<file path="src/rtl/feature_pkg.sv">
// Shared constants and receiver FSM state for the feature SPI link.
package feature_pkg;

    localparam int NUM_BITS_X    = 11;
    localparam int NUM_BITS_Y    = 10;
    localparam int IMAGE_WIDTH   = 1280;
    localparam int IMAGE_HEIGHT  = 800;
    localparam int FEATURE_WIDTH = 2 * (NUM_BITS_X + NUM_BITS_Y);

    localparam int X_MIN_LSB = FEATURE_WIDTH - NUM_BITS_X;
    localparam int Y_MIN_LSB = X_MIN_LSB - NUM_BITS_Y;
    localparam int X_MAX_LSB = NUM_BITS_Y;
    localparam int Y_MAX_LSB = 0;

    typedef enum logic [1:0] {
        IDLE,
        SHIFT,
        PUSH,
        FRAME_END
    } rxState_t;

endpackage

</file>
<file path="src/rtl/sync_fifo.sv">
// Single-clock first-word-fall-through FIFO; a write into a full FIFO is
// accepted when a read happens in the same cycle.
module sync_fifo #(
    parameter int DEPTH = 16,
    parameter int WIDTH = 42
) (
    input  logic             clk,
    input  logic             reset,
    input  logic             wrEn,
    input  logic [WIDTH-1:0] wrData,
    input  logic             rdEn,
    output logic [WIDTH-1:0] rdData,
    output logic             full,
    output logic             empty
);

    localparam int AW = $clog2(DEPTH);
    localparam logic [AW:0] PTR_ONE = (AW + 1)'(1);

    logic [WIDTH-1:0] mem [DEPTH];
    logic [AW:0]      wrPtr;
    logic [AW:0]      rdPtr;
    logic             doWrite;
    logic             doRead;

    assign empty   = (wrPtr == rdPtr);
    assign full    = (wrPtr[AW] != rdPtr[AW]) &&
                     (wrPtr[AW-1:0] == rdPtr[AW-1:0]);
    assign doRead  = rdEn && !empty;
    assign doWrite = wrEn && (!full || doRead);
    assign rdData  = empty ? '0 : mem[rdPtr[AW-1:0]];

    always_ff @(posedge clk) begin
        if (doWrite) begin
            mem[wrPtr[AW-1:0]] <= wrData;
        end
    end

    always_ff @(posedge clk) begin
        if (reset) begin
            wrPtr <= '0;
            rdPtr <= '0;
        end else begin
            if (doWrite) wrPtr <= wrPtr + PTR_ONE;
            if (doRead)  rdPtr <= rdPtr + PTR_ONE;
        end
    end

endmodule

</file>
<file path="src/rtl/feature_receive_spi.sv">
// SPI slave deframing bounding-box feature words into a valid/ready stream.
// FEATURE_RX_BBOX_CHECK_EN adds box validation and malformed-word counters.
module feature_receive_spi #(
    parameter int NUM_BITS_X = feature_pkg::NUM_BITS_X,
    parameter int NUM_BITS_Y = feature_pkg::NUM_BITS_Y,
    parameter int FIFO_DEPTH = 16
) (
    input  logic                                 systemClock,
    input  logic                                 reset,
    input  logic                                 spiSck,
    input  logic                                 spiMosi,
    output logic                                 spiMiso,
    input  logic                                 spiTransferDone,
    output logic                                 featureValid,
    input  logic                                 featureReady,
    output logic [2*(NUM_BITS_X+NUM_BITS_Y)-1:0] featureVector,
    output logic                                 frameDone,
    output logic [15:0]                          frameFeatureCount,
    output logic                                 overflow,
`ifdef FEATURE_RX_BBOX_CHECK_EN
    output logic                                 partialWord,
    output logic [15:0]                          malformedCount,
    output logic [15:0]                          malformedLast
`else
    output logic                                 partialWord
`endif
);

    import feature_pkg::*;

    localparam int FW = 2 * (NUM_BITS_X + NUM_BITS_Y);
    localparam int CW = $clog2(FW + 1);
    localparam logic [CW-1:0] FW_CNT   = CW'(FW);
    localparam logic [CW-1:0] LAST_CNT = CW'(FW - 1);
    localparam logic [CW-1:0] CNT_ONE  = CW'(1);

    rxState_t      state;
    rxState_t      nextState;
    logic [CW-1:0] bitCount;
    logic [FW-1:0] shiftReg;
    logic [15:0]   featCnt;
    logic          donePending;

    logic sckS1, sckS2, sckS3;
    logic mosiS1, mosiS2;
    logic doneS1, doneS2, doneS3;
    logic sckRise, sckFall, doneRise;
    logic endReq, wordPending;

    logic fifoWr, fifoRd, fifoFull, fifoEmpty;
    logic pushAccept, pushDrop, wordOk;

    assign sckRise     = sckS2 & ~sckS3;
    assign sckFall     = ~sckS2 & sckS3;
    assign doneRise    = doneS2 & ~doneS3;
    assign endReq      = doneRise | donePending;
    // A word finishing this cycle must be pushed before the frame closes.
    assign wordPending = (bitCount == FW_CNT) ||
                         (sckRise && bitCount == LAST_CNT);

    assign fifoRd       = featureValid & featureReady;
    assign pushDrop     = fifoWr & fifoFull & ~fifoRd;
    assign pushAccept   = fifoWr & ~pushDrop;
    assign featureValid = ~fifoEmpty;

    always_comb begin
        nextState = state;
        fifoWr    = 1'b0;
        frameDone = 1'b0;
        unique case (state)
            IDLE: begin
                if (endReq)       nextState = FRAME_END;
                else if (sckRise) nextState = SHIFT;
            end
            SHIFT: begin
                if (bitCount == FW_CNT)          nextState = PUSH;
                else if (endReq && !wordPending) nextState = FRAME_END;
            end
            PUSH: begin
                fifoWr    = wordOk;
                nextState = endReq ? FRAME_END : SHIFT;
            end
            FRAME_END: begin
                frameDone = 1'b1;
                nextState = IDLE;
            end
            default: nextState = IDLE;
        endcase
    end

    always_ff @(posedge systemClock) begin
        if (reset) begin
            state             <= IDLE;
            sckS1             <= 1'b0;
            sckS2             <= 1'b0;
            sckS3             <= 1'b0;
            mosiS1            <= 1'b0;
            mosiS2            <= 1'b0;
            doneS1            <= 1'b0;
            doneS2            <= 1'b0;
            doneS3            <= 1'b0;
            shiftReg          <= '0;
            bitCount          <= '0;
            featCnt           <= '0;
            donePending       <= 1'b0;
            overflow          <= 1'b0;
            spiMiso           <= 1'b0;
            frameFeatureCount <= '0;
            partialWord       <= 1'b0;
        end else begin
            state       <= nextState;
            sckS1       <= spiSck;
            sckS2       <= sckS1;
            sckS3       <= sckS2;
            mosiS1      <= spiMosi;
            mosiS2      <= mosiS1;
            doneS1      <= spiTransferDone;
            doneS2      <= doneS1;
            doneS3      <= doneS2;
            donePending <= endReq && state != FRAME_END &&
                           nextState != FRAME_END;

            if (sckRise) shiftReg <= {shiftReg[FW-2:0], mosiS2};

            if (state == PUSH || state == FRAME_END)
                bitCount <= sckRise ? CNT_ONE : '0;
            else if (sckRise)
                bitCount <= bitCount + CNT_ONE;

            // Miso only moves while sck is low so the master samples it cleanly.
            if (sckFall) spiMiso <= overflow;

            if (state == FRAME_END) begin
                frameFeatureCount <= featCnt;
                partialWord       <= (bitCount != '0);
                featCnt           <= '0;
                overflow          <= 1'b0;
            end else begin
                if (pushAccept && featCnt != 16'hFFFF)
                    featCnt <= featCnt + 16'd1;
                if (pushDrop) overflow <= 1'b1;
            end
        end
    end

`ifdef FEATURE_RX_BBOX_CHECK_EN
    logic [NUM_BITS_X-1:0] xMin, xMax;
    logic [NUM_BITS_Y-1:0] yMin, yMax;

    assign xMin = shiftReg[FW-1 -: NUM_BITS_X];
    assign yMin = shiftReg[FW-1-NUM_BITS_X -: NUM_BITS_Y];
    assign xMax = shiftReg[NUM_BITS_Y +: NUM_BITS_X];
    assign yMax = shiftReg[0 +: NUM_BITS_Y];

    assign wordOk = !(xMin > xMax || yMin > yMax ||
                      int'(xMax) >= IMAGE_WIDTH ||
                      int'(yMax) >= IMAGE_HEIGHT);

    always_ff @(posedge systemClock) begin
        if (reset) begin
            malformedCount <= '0;
            malformedLast  <= '0;
        end else if (state == FRAME_END) begin
            malformedLast  <= malformedCount;
            malformedCount <= '0;
        end else if (state == PUSH && !wordOk &&
                     malformedCount != 16'hFFFF) begin
            malformedCount <= malformedCount + 16'd1;
        end
    end
`else
    assign wordOk = 1'b1;
`endif

    sync_fifo #(
        .DEPTH (FIFO_DEPTH),
        .WIDTH (FW)
    ) fifo (
        .clk    (systemClock),
        .reset  (reset),
        .wrEn   (fifoWr),
        .wrData (shiftReg),
        .rdEn   (fifoRd),
        .rdData (featureVector),
        .full   (fifoFull),
        .empty  (fifoEmpty)
    );

endmodule

</file>
<file path="config.mk">
export PLATFORM = sky130hd
export DESIGN_NAME = feature_receive_spi
export DESIGN_NICKNAME = d
export VERILOG_FILES = /design/src/rtl/feature_pkg.sv /design/src/rtl/sync_fifo.sv /design/src/rtl/feature_receive_spi.sv
export SDC_FILE = /design/constraint.sdc
export NUM_CORES = 1
export LEC_CHECK = 0
export CAP_MARGIN = 20
export CORE_UTILIZATION = 40
export DETAILED_ROUTE_END_ITERATION = 10
export GPL_TIMING_DRIVEN = 0
export PLACE_DENSITY_LB_ADDON = 0.3
export SYNTH_ARGS = -nofsm -noshare
export SYNTH_HDL_FRONTEND = slang
export SYNTH_SLANG_ARGS = --single-unit
export TNS_END_PERCENT = 100
</file>
<file path="constraint.sdc">
create_clock -name systemClock -period 9.95 [get_ports systemClock]
set_input_delay 1.4925 -clock systemClock [delete_from_list [all_inputs] [get_ports systemClock]]
set_output_delay 1.4925 -clock systemClock [all_outputs]
set_load 0.02 [all_outputs]
</file>
==> impl_metrics.ini <==
[outcome]
status = complete, but fails checks
violations = design-rule violations

[worst_setup_path]
worst_r2r_endpoint = fifo.mem[1][40]
regToRegStartpoint = fifo.wrPtr[3]
cp_cell_sequence = clkbuf_1, clkbuf_1, clkbuf_1, mux4_2, mux4_2, nor2b_1, clkdlybuf4s50_1
end_kind = output port
setup.worst_path.start_class = register
cpMostUsedCell = clkbuf_1
r2r_cells = 6
critPathMaxFanout = 10
cp_slowest_cell = clkbuf_1
r2r_setup_slack_ns = 6.83
cp.required_ns = 8.46
slowest_delay_ns = 0.73
crit_arrival_ns = 4.21
crit_type = reg2out

[route]
drtAntennaViolNets = 0
wl_per_cell_um = 25.0
viasPerCell = 5.49
dr.first_iter.drc_count = 1217
vias = 14800
first_pass_iters = 8
drc = 3
wirelength_mm = 67.6

[placed_design]
port-buffer-count = 68
placed_area_um2 = 32000
place.gp.congestion = 0.753
dp_hpwl_mm = 37.7

[logic_synthesis]
synth-async-reset-ratio_pct = 0
syn_area_per_cell_um2 = 19.8
synth_edf_count = 672
ys_ff_latch = 780
synth_top_family_by_area = multiplexers
synth_compound_area_share_pct = 2.06
yosysTopAreaCell = edfxtp_1
synthMuxAreaShare_pct = 15.9
synth_cells = 1509
synth_common_cells = edfxtp_1 (672), mux4_2 (210), nand2_1 (136)
synth_cell_types = 47
synthAdderAreaFrac_pct = 0.420
yosys.area_share.simple_pct = 4.70
ys_seq_area_share_pct = 74.9
ys.flop_type = edfxtp_1
ys_top_cells_by_area = edfxtp_1 (68%), mux4_2 (16%), dfxtp_1 (7.3%)
netlist.area_leader.share_pct = 67.7
synth-xor-area-share_pct = 0.470
syn-num-nets = 1525
yosysWarningCount = 0
synth_area_um2 = 29800
synth.most_common_cell = edfxtp_1

[layout]
area_delta_synth_final_pct = 16.4
drive_above_1_share_pct = 22.9
final_nets = 1692
final_util_pct = 47.3
fin_area_um2 = 34700
nFillCells = 6027
antennaDiodeCount = 0

[floorplan]
num_rows = 99
initial_core_util_pct = 40.6
die_w_um = 275
dieArea_um2 = 75600
ios = 69
core_area_um2 = 73300
die_h_um = 275

[clock_tree]
root_buffer = clkbuf_16
holdBufCountCts = 0
post_cts_resized = 0
cts_max_path_buffers = 3
htreeDepth = 3
cts_tree = done
postCtsSetupRepairBufs = 0
path_clk_slew_ns = 0.07
cts_sinks = 780
cts_buffers = 79
clkLatencyLatePin_ns = 0.63

[pwr]
vdd.ir_drop.worst_uv = 112
cellPowerDensity_nw_per_um2 = 198
power.total_w = 0.00686
p_leak_nw = 10.7

[sta]
fin_hold_ws_ns = 0.435
worstMarginPinSlew_ns = 1.01
setup_viol = 0
fmax_mhz = 175
final-hold-violation-count = 0
fin_crit_sh_pct = 57.3
rsz0062_at_grt = false
slew_viol_final = 0
min_period_ns = 5.70
fin_skew_ns = 0.0339
slew-limit-headroom_pct = 32.8

[global_route]
grt_pass1_wl_mm = 99.4
grt_util_all_layers_pct = 18.1
grt_pass1_vias = 15500
grt_max_degree = 43
grt_overflow = 0
antenna_found_initial = 2

[min_path]
min_path_type = reg2reg
holdPathEnd = shiftReg[0]
hold_path_depth = 2
hold_start = mosiS2

[run]
maxCapViolations = 0
==> worst max-delay path: cells and delay by family, from the launching register on <==
family                 cells  cell delay (ns)
muxes                      2             0.87
DFF                        1             0.31
and+or+nand+nor            1             0.16
buffers and inverters      4             2.23
==> cell families after synthesis <==
logic type                 after synthesis
and+or+nand+nor                        286
DFF                                    780
AOI/OAI and AO/OA                      109
muxes                                  212
adders and majority gates               10
buffers and inverters                   96
xor gates and xnor gates                16
==> metrics by stage <==
stage               instances  setup WS [ns]  setup TNS (ns)
finish                   2702           4.25               0
global route             2702           4.11               0
CTS                      2701           4.16               0
detailed placement       2553           4.87               0
global placement         2536         -0.447          -18.53
floorplan                1509           4.74               0
==> placed cells by master (no fill, tap or decap), drive strengths merged, types with 7 or more instances in the layout <==
| cell type | Yosys | routed |
|---|---|---|
| clkdlybuf4s50 | 0 | 68 |
| mux4 | 210 | 210 |
| nand2 | 136 | 136 |
| dfxtp | 108 | 108 |
| nor2b | 54 | 54 |
| clkbuf | 41 | 148 |
| nand4 | 9 | 9 |
| ha | 10 | 10 |
| bufinv | 0 | 7 |
| a21oi | 75 | 75 |
| xor2 | 10 | 10 |
| clkinv | 1 | 28 |
| and3 | 17 | 17 |
| inv | 13 | 19 |
| or3 | 8 | 8 |
| o21ai | 10 | 10 |
| edfxtp | 672 | 672 |
| buf | 41 | 59 |
| o211ai | 7 | 7 |
| nor2 | 31 | 31 |
==> state kept, by name, indices dropped and copies added (netlist names), named ones only <==
register,cells
bitCount,6
doneS3,1
fifo.mem,672
fifo.rdPtr,5
state,2
partialWord,1
frameFeatureCount,16
shiftReg,42
fifo.wrPtr,5
donePending,1
overflow,1
sckS2,1
mosiS2,1
doneS2,1
spiMiso,1
mosiS1,1
doneS1,1
featCnt,16
sckS3,1
sckS1,1
==> area by class of cell <==
type	instances	area, µm²	area share, %
sequential	780	22300	64.4
multi-input combinational	633	7110	20.5
clock buffer	107	2200	6.35
tap	959	1200	3.46
timing repair buffer	86	970	2.80
clock inverter	41	433	1.25
buffer	82	385	1.11
inverter	14	52.6	0.151
==> where the power goes <==
| part | switching [W] | internal [W] | total, W |
|---|---|---|---|
| logic | 0.000184 | 0.000174 | 0.000358 |
| clock network | 0.00124 | 0.00175 | 0.00298 |
| registers | 0.00000518 | 0.00351 | 0.00352 |
| total | 0.00143 | 0.00543 | 0.00686 |
==> worst max-delay path by stage <==
stage                        end  depth (start not counted)
2_1_floorplan     fifo.mem[3][0]                          3
3_3_place_gp     fifo.mem[3][29]                          4
3_5_place_dp   featureVector[17]                          7
4_1_cts         featureVector[2]                          7
5_1_grt         featureVector[2]                          7
6_report        featureVector[2]                          7
==> layer usage <==
| layer | track usage [%] | wire [µm] | up-vias |
|---|---|---|---|
| met5 | 0 | 0 | - |
| met4 | 5.03 | 1310 | 0 |
| met3 | 3.09 | 4230 | 93 |
| met2 | 29.9 | 33300 | 458 |
| met1 | 25.0 | 28800 | 7871 |
| li1 | - | - | 6420 |
(Power assumes the default switching activity.)
